==> config.mk <==
export PLATFORM = sky130hd
export DESIGN_NAME = fib_sequencer
export DESIGN_NICKNAME = d
export VERILOG_FILES = /design/src/rtl/fib_sequencer.sv
export SDC_FILE = /design/constraint.sdc
export NUM_CORES = 1
export LEC_CHECK = 0
export CELL_PAD_IN_SITES_DETAIL_PLACEMENT = 0
export CELL_PAD_IN_SITES_GLOBAL_PLACEMENT = 1
export CORE_MARGIN = 4
export CORE_UTILIZATION = 41
export CTS_CLUSTER_SIZE = 12
export DETAILED_ROUTE_END_ITERATION = 8
export MAX_ROUTING_LAYER = met4
export PLACE_DENSITY_LB_ADDON = 0.1
export SETUP_SLACK_MARGIN = 0.3
export SLEW_MARGIN = 20
export SYNTH_ARGS = -nofsm -noshare
export SYNTH_HDL_FRONTEND = slang
export SYNTH_SLANG_ARGS = --single-unit
==> constraint.sdc <==
create_clock -name clk -period 4.21 [get_ports clk]
set_clock_uncertainty 0.2 [all_clocks]
set_input_delay 0.842 -clock clk [delete_from_list [all_inputs] [get_ports clk]]
set_output_delay 0.842 -clock clk [all_outputs]
set_load 0.01 [all_outputs]
==> src/rtl/fib_sequencer.sv <==
// fib_sequencer: Wishbone-controlled sequencer for an external fibonacci generator.
// It clears the generator, then advances it TARGET terms or free-runs. At the end of a
// run it captures the final term in RESULT, sets a sticky done flag and can raise an
// interrupt. It also flags wrap-around of the generator value.
//
// Ports:
//   clk, reset        single clock; synchronous active-high reset
//   wb_*              Wishbone slave (stb/cyc/we/sel/adr/dat in, ack/dat out)
//   fib_clear         one-cycle clear pulse to the generator
//   fib_en            advance the generator one term per cycle while high
//   fib_value         current generator term
//   busy              sequencer is not idle
//   irq               level interrupt, irq_en & done
//
// Register map (word offset = wb_adr_i[4:2]):
//   0 CTRL   b0 start (pulse), b1 abort (pulse), b2 irq_en, b3 free_run
//   1 TARGET term count, byte-lane writable
//   2 STATUS b0 busy, b1 done (W1C), b2 overflow (W1C)
//   3 RESULT final term (RO)
//   4 COUNT  terms advanced (RO)
module fib_sequencer #(
  parameter int unsigned WIDTH     = 32,
  parameter int unsigned CNT_W     = 16,
  parameter logic [31:0] BASE_ADDR = 32'h3000_0000
) (
  input  logic             clk,
  input  logic             reset,
  input  logic             wb_stb_i,
  input  logic             wb_cyc_i,
  input  logic             wb_we_i,
  input  logic [3:0]       wb_sel_i,
  input  logic [31:0]      wb_adr_i,
  input  logic [31:0]      wb_dat_i,
  output logic             wb_ack_o,
  output logic [31:0]      wb_dat_o,
  output logic             fib_clear,
  output logic             fib_en,
  input  logic [WIDTH-1:0] fib_value,
  output logic             busy,
  output logic             irq
);

  typedef enum logic [1:0] {StIdle, StClear, StRun} state_e;

  state_e             r_state, w_state_d;
  logic               r_ack;
  logic [31:0]        r_dat;
  logic               r_irq_en, r_free_run, r_done, r_overflow;
  logic [CNT_W-1:0]   r_target, r_count;
  logic [WIDTH-1:0]   r_result, r_prev;

  logic               w_req, w_hit, w_wr;
  logic [2:0]         w_off;
  logic               w_wr_ctrl, w_wr_tgt, w_wr_stat;
  logic               w_start, w_abort, w_start_ok, w_finish;
  logic [31:0]        w_be_mask, w_rdata;
  logic               w_unused;

  // A request is only seen while ack is low, so back-to-back strobes ack every other cycle.
  assign w_req     = wb_stb_i & wb_cyc_i & ~r_ack;
  assign w_hit     = (wb_adr_i[31:5] == BASE_ADDR[31:5]);
  assign w_off     = wb_adr_i[4:2];
  assign w_wr      = w_req & wb_we_i & w_hit;
  assign w_wr_ctrl = w_wr & (w_off == 3'd0) & wb_sel_i[0];
  assign w_wr_tgt  = w_wr & (w_off == 3'd1);
  assign w_wr_stat = w_wr & (w_off == 3'd2) & wb_sel_i[0];
  // Abort takes priority over a start carried by the same write.
  assign w_abort   = w_wr_ctrl & wb_dat_i[1];
  assign w_start   = w_wr_ctrl & wb_dat_i[0] & ~wb_dat_i[1];

  assign w_be_mask = {{8{wb_sel_i[3]}}, {8{wb_sel_i[2]}}, {8{wb_sel_i[1]}}, {8{wb_sel_i[0]}}};
  assign w_unused  = ^{wb_adr_i[1:0], w_be_mask[31:CNT_W], wb_dat_i[31:CNT_W]};

  assign busy     = (r_state != StIdle);
  assign irq      = r_irq_en & r_done;
  assign wb_ack_o = r_ack;
  assign wb_dat_o = r_dat;

  always_ff @(posedge clk) begin
    if (reset) r_state <= StIdle;
    else       r_state <= w_state_d;
  end

  always_comb begin
    w_state_d  = r_state;
    fib_clear  = 1'b0;
    fib_en     = 1'b0;
    w_finish   = 1'b0;
    w_start_ok = 1'b0;
    unique case (r_state)
      StIdle: begin
        if (w_start) begin
          w_start_ok = 1'b1;
          w_state_d  = StClear;
        end
      end
      StClear: begin
        fib_clear = 1'b1;
        w_state_d = StRun;
      end
      StRun: begin
        // Live comparison: TARGET and free_run written mid-run apply on the next cycle.
        if (r_free_run || (r_count < r_target)) begin
          fib_en = 1'b1;
        end else begin
          w_finish  = 1'b1;
          w_state_d = StIdle;
        end
      end
      default: w_state_d = StIdle;
    endcase
    if (w_abort) begin
      w_state_d = StIdle;
      fib_en    = 1'b0;
      w_finish  = 1'b0;
    end
    // Keep the generator frozen in the very cycle reset is sampled.
    if (reset) begin
      fib_en    = 1'b0;
      fib_clear = 1'b0;
    end
  end

  always_comb begin
    w_rdata = '0;
    if (w_hit) begin
      case (w_off)
        3'd0:    w_rdata[3:0]       = {r_free_run, r_irq_en, 2'b00};
        3'd1:    w_rdata[CNT_W-1:0] = r_target;
        3'd2:    w_rdata[2:0]       = {r_overflow, r_done, busy};
        3'd3:    w_rdata[WIDTH-1:0] = r_result;
        3'd4:    w_rdata[CNT_W-1:0] = r_count;
        default: w_rdata            = '0;
      endcase
    end
  end

  always_ff @(posedge clk) begin
    if (reset) begin
      r_ack      <= 1'b0;
      r_dat      <= '0;
      r_irq_en   <= 1'b0;
      r_free_run <= 1'b0;
      r_done     <= 1'b0;
      r_overflow <= 1'b0;
      r_target   <= '0;
      r_count    <= '0;
      r_result   <= '0;
      r_prev     <= '0;
    end else begin
      r_ack <= w_req;
      r_dat <= w_req ? w_rdata : 32'd0;

      if (w_wr_ctrl) begin
        r_irq_en   <= wb_dat_i[2];
        r_free_run <= wb_dat_i[3];
      end
      if (w_wr_tgt) begin
        r_target <= (r_target & ~w_be_mask[CNT_W-1:0]) |
                    (wb_dat_i[CNT_W-1:0] & w_be_mask[CNT_W-1:0]);
      end
      if (w_wr_stat && wb_dat_i[1]) r_done     <= 1'b0;
      if (w_wr_stat && wb_dat_i[2]) r_overflow <= 1'b0;

      if (w_start_ok) begin
        r_done     <= 1'b0;
        r_overflow <= 1'b0;
        r_count    <= '0;
      end
      if (r_state == StClear) begin
        r_count <= '0;
        r_prev  <= '0;
      end
      if (fib_en) begin
        r_prev <= fib_value;
        if (r_count != {CNT_W{1'b1}}) r_count <= r_count + 1'b1;
      end
      // A term smaller than its predecessor means the generator wrapped.
      if ((r_state == StRun) && (r_count >= CNT_W'(2)) && (fib_value < r_prev)) begin
        r_overflow <= 1'b1;
      end
      // Hardware sets come last so they win over a same-edge W1C.
      if (w_finish) begin
        r_result <= fib_value;
        r_done   <= 1'b1;
      end
    end
  end

endmodule

# --- Yosys cells after proc, flatten, opt, wreduce, memory -nomap -nowiden ---
# Cells that the tools add are included.
op_classes:
  multipliers: 0
  shift: 0
  n_lt_le_gt_ge: 3
  n_eq_ne: 10
  addsub: 1
  reduce_logical: 15
  bitwise: 22
  n_mux: 29
  n_div: 0
ops:
  columns: ["cell", "count"]
  rows:
  - ["16-bit two-way mux", 4]
  - ["32-bit two-way mux", 2]
  - ["12-bit case mux with 3 select lines", 1]
  - ["16-bit AND", 2]
  - ["32-bit < comparator", 1]
  - ["27-bit by 25-bit == test with 1-bit output, second input constant", 1]
  - ["1-bit two-way mux", 17]
  - ["16-bit by 1-bit adder with 16-bit output, second input constant", 1]
  - ["16-bit by 2-bit >= comparator with 1-bit output, second input constant", 1]
  - ["16-bit < comparator", 1]
  - ["16-bit inequality test, second input constant", 1]
  - ["16-bit inverter", 1]
  - ["16-bit OR", 1]
  - ["3-bit case mux with 5 select lines", 1]
  - ["1-bit AND", 13]
  - ["3-bit by 2-bit == test with 1-bit output, second input constant", 2]
  - ["2-bit case mux with 3 select lines", 1]
  - ["3-bit nonzero test", 2]
  - ["1-bit inverter", 5]
  - ["1-bit logical AND", 4]
  - ["2-bit two-way mux", 2]
  - ["2-bit inequality test, second input constant", 2]
  - ["1-bit case mux with 4 select lines", 1]
  - ["2-bit nonzero test", 2]
  - ["other kinds (11)", 11]
totals:
  elab_cells: 92
  in_bits: 105
  out_inout_bits: 37
  latchBits: 0
  ramBits: 0
  mem_bits_ro: 0
  reg_bits: 135
  mem_count: 0

# --- Logic depth before layout (Yosys ltp) ---
# Gate-level depths: netlist (run 1).
logic_depth:
  ltp_word: 14
  mapped_depth: 11
  depth_no_buf: 9

# --- Least setup slack after synthesis (run 1) ---
# OpenSTA, ideal clock, no wires.
synth_path:
  kind: "input -> output"
  from: "input wb_adr_i[6]"
  to: "output fib_en"
  path_slack_ps: 807
  n_path_buf: 2
  required_ps: 3168
  t_arrival_ps: 2361
  cell_stages: 8
  cell_sequence: "nor4_1 > nand4_1 > nor3_4 > nand2_1 > nand3_1 > buf_2 > clkbuf_1 > inv_1"
synth_via:
  elab_chain_cells: 7
synth_rtl:
  columns: ["element", "line_no", "rtl"]
  rows:
  - ["start: declaration", "32", "input logic [31:0] wb_adr_i,"]
  - ["27-bit by 25-bit == test with 1-bit output", "61", "assign w_hit = (wb_adr_i[31:5] == BASE_ADDR[31:5]);"]
  - ["1-bit AND", "63", "assign w_wr = w_req & wb_we_i & w_hit;"]
  - ["1-bit AND (2 in a row)", "64", "assign w_wr_ctrl = w_wr & (w_off == 3'd0) & wb_sel_i[0];"]
  - ["1-bit AND", "68", "assign w_abort = w_wr_ctrl & wb_dat_i[1];"]
  - ["1-bit two-way mux", "112", "if (w_abort) begin"]
  - ["1-bit two-way mux", "118", "if (reset) begin"]
  - ["end: declaration", "37", "output logic fib_en,"]
# No other way between the ends.

# --- Worst setup path in the final report (run 1) ---
layout_path:
  from: "input wb_adr_i[26]"
  to: "output fib_en"
# The elaborated chain is that of the path after synthesis.

==> impl_metrics.tcl, run 1 <==
set metrics [dict create \
    min_period_ps 3600 \
    multi_input_area_mm2 0.00365 \
    rsz0062_at_grt "no" \
    slowest_delay_ps 460 \
    crit_slowest_cell "clkdlybuf4s50_1" \
    rr_worst_depth 8 \
    rows 46 \
    grt_pass1_vias 5755 \
    r2r-end "r_count[13]" \
    synth_edf_count 0 \
    synth.distinct_cells 62 \
    cts_buffer_depth 2 \
    crit_family "simple AND/OR/NAND/NOR gates" \
    num_io_pins 142 \
    end_kind "primary output" \
    path_class "in2out" \
    numCtsBuffers 17 \
    cap_violations 0 \
    ir_worst_vdd_uv 281 \
    cp.required_ps 3170 \
    start_util_pct 42.1 \
    gp_congestion 0.870 \
    start_kind "input port" \
    whs_path_depth 1 \
    n_antenna_cell 0 \
    cp_num_buf_inv 4 \
    wl_per_cell_um 15.7 \
    root_buffer "clkbuf_16" \
    worstPathArrival_ps 2560 \
    fp.dieArea_mm2 0.0185 \
    dr.pass1.iters 5 \
    synth_area_mm2 0.00673 \
    worstHoldStart "r_result[27]" \
    grt_start_max_net_pins 92 \
    post-route-period-util_pct 85.5 \
    outcome "completed" \
    track_usage_pct 19.9 \
    clkSinkCount 135 \
    port_buffers 121 \
    synthArstFlopShare_pct 0 \
    clk_pin_slew_ps 60 \
    viasPerCell 5.10 \
    yosysWarnings 0 \
    drt_iter0_markers 314 \
    cts_tree "built" \
    cp_max_fo 2 \
    worst_pin_slew_ps 886 \
    dpl.hpwl_um 12700 \
    r2r_setup_slack_ps 1120 \
    ant_nets 0 \
    synth_area_leaders "dfxtp_1 40%, ha_1 8.9%, mux2i_1 8.8%" \
    ys_ff_latch 135 \
    antenna_found_initial 0 \
    register_area_mm2 0.00270 \
    p_leak_nw 3.31 \
    drive_gt1_share_pct 7.73 \
    clock.fmax_mhz 278 \
    final_cells 1122 \
    num-fill-cells 1514 \
    syn-num-nets 928 \
    fin_tns_setup_ps 0 \
    grt_pass1_wl_um 28500 \
    dpl.cell_count 1086 \
    finalHoldViolCount 0 \
    routed-via-count 5726 \
    yosysTopAreaCellShare_pct 40.1 \
    drv_slew 0 \
    holdWs_ps 253 \
    areaGrowthSynthToFinish_pct 31.6 \
    core-area_mm2 0.0160 \
    insertion_delay_ps 420 \
    hold_path.class "reg2reg" \
    netlist_instances 775 \
    routed_wl_um 17600 \
    fin_nets 1046 \
    h-tree-depth 4 \
    setup_viol 0 \
    relSlewSlack_pct 40.9 \
    synth_ff_type "dfxtp_1" \
    synth_area_per_cell_um2 8.69 \
    r2r-start "r_count[11]" \
    whs_endpoint "wb_dat_o[27]" \
    synth_area_leader_cell "dfxtp_1" \
    drcViolationCount 0 \
    powerDensity_mw_per_mm2 360 \
    ys_seq_area_share_pct 40.1 \
    cts_hold_buf 0 \
    die_y_um 136 \
    overflow 0 \
    die_x_um 136 \
    crit_chain "clkdlybuf4s50_1 > nor4b_4 > nand4_1 > buf_4 > nor3_4 > nand2_1 > nand3_2 > inv_1 > dlymetal6s2s_1" \
]
==> layout by cell type, fill, tap and decap left out, types with 3 or more instances in the layout <==
cell type / netlist / routed
a211o_1: 5 / 5
o211ai_1: 5 / 5
nor4_1: 9 / 9
or3_1: 3 / 3
nor3_4: 2 / 3
and3_1: 5 / 5
nor3b_1: 3 / 3
a21o_1: 10 / 10
o21ai_0: 42 / 42
clkdlybuf4s50_1: 0 / 119
ha_1: 48 / 48
nor3_1: 11 / 11
buf_4: 3 / 18
dfxtp_1: 135 / 135
and2_1: 17 / 17
a21oi_1: 38 / 38
nand2_1: 26 / 26
xor2_1: 3 / 3
bufinv_16: 0 / 6
a211oi_1: 3 / 3
mux2i_1: 59 / 59
clkinv_4: 0 / 4
nand3_1: 43 / 42
a31oi_1: 4 / 4
clkbuf_16: 0 / 17
nand2b_1: 37 / 37
nand4_1: 13 / 13
nor2b_1: 5 / 5
inv_1: 56 / 56
or2_2: 3 / 3
nor2_1: 114 / 113
==> cell usage after synthesis (11+ instances only) <==
cell type	count
nand2b_1	37
ha_1	48
nor3_1	11
dfxtp_1	135
nand4_1	13
inv_1	56
nand2_1	26
nand3_1	43
a21oi_1	38
mux2i_1	59
nor2_1	114
and2_1	17
clkbuf_1	23
o21ai_0	42
==> layer usage <==
metal	global-route usage (%)	routed length (um)
met3	3.63	885
met1	25.9	8230
met5	-	0
met4	5.71	245
met2	31.9	8210
==> through the flow <==
stage | utilization (%) | setup slack [ps] | instance area (um2) | power (mW)
finish | 55.4 | 612 | 8860 | 3.19
global route | 55.4 | 550 | 8860 | 3.29
detailed placement | 50.9 | 191 | 8140 | 1.50
global placement | 50.9 | 251 | 8140 | 1.49
CTS | 55.3 | 317 | 8840 | 3.22
floorplan | - | 807 | 6730 | 1.38
==> where the power goes <==
group | switching, mW | internal [mW]
clock network | 0.584 | 1.13
registers | 0.000258 | 1.28
logic | 0.0870 | 0.106
==> final cells by class <==
type | count | area share [%]
Clock buffer | 18 | 4.95
Multi-Input combinational cell | 544 | 41.2
Sequential cell | 135 | 30.5
Clock inverter | 14 | 2.77
Inverter | 56 | 2.37
Tap cell | 216 | 3.05
Timing Repair Buffer | 139 | 15.2
==> cell families after synthesis <==
family	Yosys count	share of synthesized area [%]
simple gates	309	24.0
flops	135	40.1
compound gates	124	11.6
buf+inv	96	5.95
mux	60	8.94
fa+ha+maj	48	8.92
xor+xnor	3	0.390
==> how the worst max path moves through the flow <==
stage	start	to	slack (ps)	depth (start not counted)
2_1_floorplan	wb_adr_i[6]	fib_en	810	8
3_3_place_gp	wb_adr_i[6]	fib_en	250	8
3_5_place_dp	wb_adr_i[15]	fib_en	190	8
4_1_cts	wb_adr_i[22]	fib_en	320	8
5_1_grt	wb_adr_i[26]	fib_en	550	9
6_report	wb_adr_i[26]	fib_en	610	9
==> repair_timing <==
action / 4_1_cts / 5_1_grt
setup endpoints to repair: 1 / 1
cloned: 0 / 0
pin swaps: 2 / 2
resized for setup: 0 / 2
setup buffers: 3 / 1
No activity file was read; power rests on OpenSTA's default activity.
==> run 2, diff against run 1 <==
ABC_AREA = 1   (was unset)
CORE_UTILIZATION = 40   (was 41)
==> run 2 against run 1 <==
Worst hold slack lost 27 ps. Power shrank 5.9%. Register-to-register slack gained 120 ps. Sequential share of layout area grew 0.45 points. Largest cell class unchanged.
==> impl_metrics.tcl, run 2 <==
set metrics [dict create \
    cts_tree "built" \
    fin_nets 1185 \
    cp.required_ps 3170 \
    clock.fmax_mhz 266 \
    root_buffer "clkbuf_16" \
    pre_cts_slack_ps 215 \
    synth_area_mm2 0.00669 \
    cts_buffer_depth 2 \
    ys_seq_area_share_pct 40.4 \
    power_frac_clock_pct 51.5 \
    drv_slew 0 \
    insertion_delay_ps 420 \
    r2r_setup_slack_ps 1240 \
    worstPathArrival_ps 2720 \
    setup_viol 0 \
    final_common_cell "nand2_1" \
    die_y_um 137 \
    routed-via-count 6096 \
    gp_congestion 0.819 \
    cap_violations 0 \
    rsz0062_at_grt "no" \
    synth.distinct_cells 43 \
    core-area_mm2 0.0165 \
    post-cts-setup-buffers 0 \
    clk_pin_slew_ps 60 \
    r2r-start "r_count[11]" \
    numCtsBuffers 17 \
    switching_share_pct 22.1 \
    yosysWarnings 0 \
    dpl.hpwl_um 13700 \
    fin_tns_setup_ps 0 \
    num_io_pins 142 \
    grt_pass1_wl_um 31000 \
    combPwrFrac_pct 5.9 \
    n_antenna_cell 0 \
    hold_path.class "reg2reg" \
    ant_nets 0 \
    finalHoldViolCount 0 \
    netlist_instances 913 \
    start_util_pct 40.7 \
    synth_ff_type "dfxtp_1" \
    track_usage_pct 21.6 \
    power.net_switching_uw 662 \
    grt_start_max_net_pins 42 \
    drcViolationCount 0 \
    setup_slack_ps 451 \
    syn-num-nets 1066 \
    relSlewSlack_pct 34.6 \
    netlist_top_cells_count "151 x nand2_1, 151 x nor2_1, 135 x dfxtp_1" \
    viasPerCell 4.82 \
    seqPwrFrac_pct 42.6 \
    clkSinkCount 135 \
    fp.dieArea_mm2 0.0189 \
    antenna_found_initial 0 \
    start_kind "input port" \
    routed_wl_um 18800 \
    cp_max_fo 5 \
    ir_worst_vdd_uv 292 \
    port_buffers 121 \
    die_x_um 137 \
    grt_pass1_vias 5911 \
    cellInternalPower_mw 2.34 \
    end_kind "primary output" \
    rr_worst_depth 9 \
    dr.pass1.iters 4 \
    outcome "completed" \
    drt_iter0_markers 273 \
    synth_area_leader_cell "dfxtp_1" \
    layout_common_cells "151 x nand2_1, 150 x nor2_1, 134 x dfxtp_1" \
    cts_hold_buf 0 \
    p_total_mw 3.00 \
    p_leak_nw 3.26 \
    synth_edf_count 0 \
    rows 47 \
    post-route-period-util_pct 89.3 \
    overflow 0 \
    areaGrowthSynthToFinish_pct 30.6 \
    r2r-end "r_result[2]" \
    h-tree-depth 4 \
    worstHoldStart "r_result[23]" \
    ys_ff_latch 135 \
    path_class "in2out" \
    wl_per_cell_um 14.9 \
    yosysTopAreaCellShare_pct 40.4 \
    synth_area_per_cell_um2 7.33 \
    whs_path_depth 2 \
    powerDensity_mw_per_mm2 343 \
    drive_gt1_share_pct 7.66 \
    synthArstFlopShare_pct 0 \
    worst_pin_slew_ps 974 \
    min_period_ps 3760 \
    whs_endpoint "wb_dat_o[23]" \
    synth_area_leaders "dfxtp_1 40%, ha_1 9.0%, nand2_1 8.5%" \
]
run 2: cell count changes after synthesis, sizes merged, moves of 10 or more:
cell	previous run	this run
and2	19	1
a21oi	38	74
nand2b	38	0
a211oi	3	17
nor2	115	162
inv	56	117
nand2	26	155
mux2i	59	0
nand3	45	59
a21o	10	0
run 2: worst max-delay path by stage:
stage | start | to | slack (ps) | cells past startpoint
final | wb_adr_i[29] | fib_en | 450 | 8
after global routing | wb_adr_i[29] | fib_en | 300 | 8
after CTS | wb_adr_i[29] | fib_en | 340 | 8
after detailed placement | wb_adr_i[2] | fib_en | 210 | 8
after global placement | wb_adr_i[2] | fib_en | 240 | 8
after floorplan | wb_adr_i[30] | fib_en | 1240 | 7
run 2: layout make-up:
type                            instances  area (um2)
Fill cell                            1694        7730
Multi-Input combinational cell        620        3360
Sequential cell                       135        2700
Timing Repair Buffer                  140        1350
Clock buffer                           20         457
Inverter                              118         447
Tap cell                              220         275
Clock inverter                         11         148
run 2: metrics by stage:
stage	utilization [%]	hold WS, ps	area, um2	cells
after floorplan	-	209	6690	913
after global placement	49.3	217	8120	1233
after detailed placement	49.3	219	8120	1233
after CTS	53.0	228	8730	1264
after global routing	53.1	245	8740	1264
final	53.1	226	8740	1264
run 2: cell families after synthesis:
kind of cell    after synthesis  share of synthesized area (%)
compound gates              158                           13.2
buf+inv                     158                           9.64
simple gates                400                           26.0
fa+ha+maj                    48                           8.97
flops                       135                           40.4
xor+xnor                     14                           1.83
run 2: what timing repair did:
| action | CTS | global route |
|---|---|---|
| gates resized for setup | 2 | 3 |
| setup endpoints to repair | 1 | 1 |
| gates cloned | 0 | 0 |
run 2: critical path, stage by stage:
cell and delay (ps):
clkdlybuf4s50_1 450, nor3b_1 190, nand3_1 120, nor2_2 200, nand4_4 160, o21ai_2 180
nor2_2 90, clkdlybuf4s50_1 490
run 2: metal layers:
layer / routed length, um / GRT usage [%] / vias to the layer above
li1: - / - / 3198
met1: 8910 / 28.8 / 2774
met2: 8880 / 34.3 / 109
met3: 882 / 3.98 / 15
met4: 148 / 5.04 / 0
met5: 0 / - / -
run 2: power groups by stage:
stage               sequential, mW  combinational [mW]  clock, mW
floorplan                     1.31              0.0643          0
global placement              1.31               0.178          0
detailed placement            1.31               0.178          0
CTS                           1.28               0.179       1.57
global route                  1.28               0.199       1.62
finish                        1.28               0.178       1.54
==> run 3, diff against run 2 <==
--- a/config.mk
+++ b/config.mk
@@ -10,5 +10,5 @@
 export CELL_PAD_IN_SITES_GLOBAL_PLACEMENT = 1
 export CORE_MARGIN = 4
-export CORE_UTILIZATION = 40
+export CORE_UTILIZATION = 37
 export CTS_CLUSTER_SIZE = 12
 export DETAILED_ROUTE_END_ITERATION = 8
==> constraint.sdc (replaced) <==
create_clock -name clk -period 3.59 [get_ports clk]
set_clock_uncertainty 0.2 [all_clocks]
set_input_delay 0.718 -clock clk [delete_from_list [all_inputs] [get_ports clk]]
set_output_delay 0.718 -clock clk [all_outputs]
set_load 0.05 [all_outputs]
==> run 3 against run 2 <==
Worst hold slack got worse by 2.5 ps. Global-route usage is 1.6 points lower. Core utilization fell by 2.8 points. Sequential power rose by 17%. Setup slack got worse by 39 ps. Critical endpoint unchanged. Largest cell class unchanged. Largest power group unchanged.
==> impl_metrics.tcl, run 3 (synthesized netlist as in run 2, its figures left out) <==
set metrics [dict create \
    cts_buffer_depth 2 \
    dr.pass1.iters 4 \
    overflow 0 \
    rsz0062_at_grt "no" \
    cap_violations 0 \
    relSlewSlack_pct 62.9 \
    h-tree-depth 4 \
    fin_tns_setup_ps 0 \
    rows 48 \
    gp_congestion 0.832 \
    holdWs_ps 223 \
    worst_pin_slew_ps 555 \
    grt_start_max_net_pins 42 \
    path_class "in2out" \
    ant_nets 0 \
    port_buffers 121 \
    n_antenna_cell 0 \
    routed_wl_um 19200 \
    clock.fmax_mhz 315 \
    rr_worst_depth 12 \
    die_x_um 143 \
    p_total_mw 3.42 \
    core-area_mm2 0.0175 \
    cts_tree "built" \
    insertion_delay_ps 420 \
    drt_iter0_markers 337 \
    fp.dieArea_mm2 0.0203 \
    routed-via-count 6121 \
    track_usage_pct 20.0 \
    start_util_pct 38.2 \
    hold_path.class "reg2reg" \
    grt_pass1_wl_um 31000 \
    areaGrowthSynthToFinish_pct 31.7 \
    finalHoldViolCount 0 \
    num_io_pins 142 \
    start_kind "input port" \
    powerDensity_mw_per_mm2 389 \
    post-cts-setup-buffers 0 \
    root_buffer "clkbuf_16" \
    antenna_found_initial 0 \
    cp.required_ps 2670 \
    fin_nets 1190 \
    clk_pin_slew_ps 60 \
    min_period_ps 3180 \
    setup_slack_ps 412 \
    grt_pass1_vias 5927 \
    ir_worst_vdd_uv 322 \
    drv_slew 0 \
    p_leak_nw 3.29 \
    dpl.hpwl_um 14300 \
    pre_cts_slack_ps 149 \
    layout_common_cells "150 x nor2_1, 149 x nand2_1, 133 x dfxtp_1" \
    finalInstanceArea_mm2 0.00881 \
    final_common_cell "nor2_1" \
    wl_per_cell_um 15.1 \
    worstPathArrival_ps 2260 \
    cp_max_fo 5 \
    die_y_um 143 \
    outcome "completed" \
    clkSinkCount 135 \
    end_kind "primary output" \
    numCtsBuffers 17 \
    postPlaceCellArea_mm2 0.00818 \
    viasPerCell 4.80 \
    setup_viol 0 \
    post-route-period-util_pct 88.5 \
    whs_path_depth 2 \
    drive_gt1_share_pct 8.95 \
    drcViolationCount 0 \
    num-fill-cells 1787 \
]
run 3: cell count changes in the layout (fill, tap and decap cells not counted), moves of 2 or more:
cell / before / now
ha_1: 48 / 46
clkinv_2: 4 / 6
nand2_2: 4 / 6
ha_4: 0 / 2
buf_4: 19 / 24
nand2_1: 151 / 149
clkinvlp_4: 1 / 3
clkbuf_8: 2 / 0
run 3: cell type report:
cell class	count	area (um2)	share of cell area (%)
clock buffers	17	425	4.83
clock inverters	15	151	1.72
multi-input cells	620	3410	38.7
inverters	118	447	5.07
repair buffers	145	1400	15.8
flip-flops and latches	135	2710	30.7
well taps	225	282	3.19
run 3: worst paths after layout:
| kind | start | end | slack, ps |
|---|---|---|---|
| hold reg to reg | r_result[31] | wb_dat_o[31] | 220 |
| setup reg to reg | r_count[13] | r_count[11] | 920 |
| setup / recovery | wb_adr_i[29] | fib_en | 410 |
| hold / removal | r_result[31] | wb_dat_o[31] | 220 |
run 3: repair_timing:
item | 4_1_cts | 5_1_grt
setup endpoints to repair | 1 | 1
hold buffers | 0 | 0
pin swaps | 0 | 4
resized for setup | 2 | 11
run 3: through the flow:
step / utilization, % / std cells
2_1_floorplan: - / 913
3_3_place_gp: 46.6 / 1243
3_5_place_dp: 46.6 / 1243
4_1_cts: 49.9 / 1275
5_1_grt: 50.3 / 1275
6_report: 50.3 / 1275
run 3: power breakdown:
part	switching [mW]	internal, mW
Sequential	0.000220	1.50
Combinational	0.0974	0.115
Clock	0.691	1.02
run 3: worst max-delay path, stage by stage:
cell,delay (ps)
clkdlybuf4s50_1,450
nor3b_1,180
nand3_1,110
nor2_2,210
nand4_4,160
o21ai_4,200
nor2_4,70
buf_12,150
run 3: routing by layer:
layer  share of wire, %  vias up  GRT usage (%)  wire length, um
met4                1.4        0           5.55              264
met5                  0        -              -                0
met3                3.1       16           3.73              594
met2                 47      102           31.6             9010
met1                 49     2790           26.2             9340
li1                   -     3213              -                -
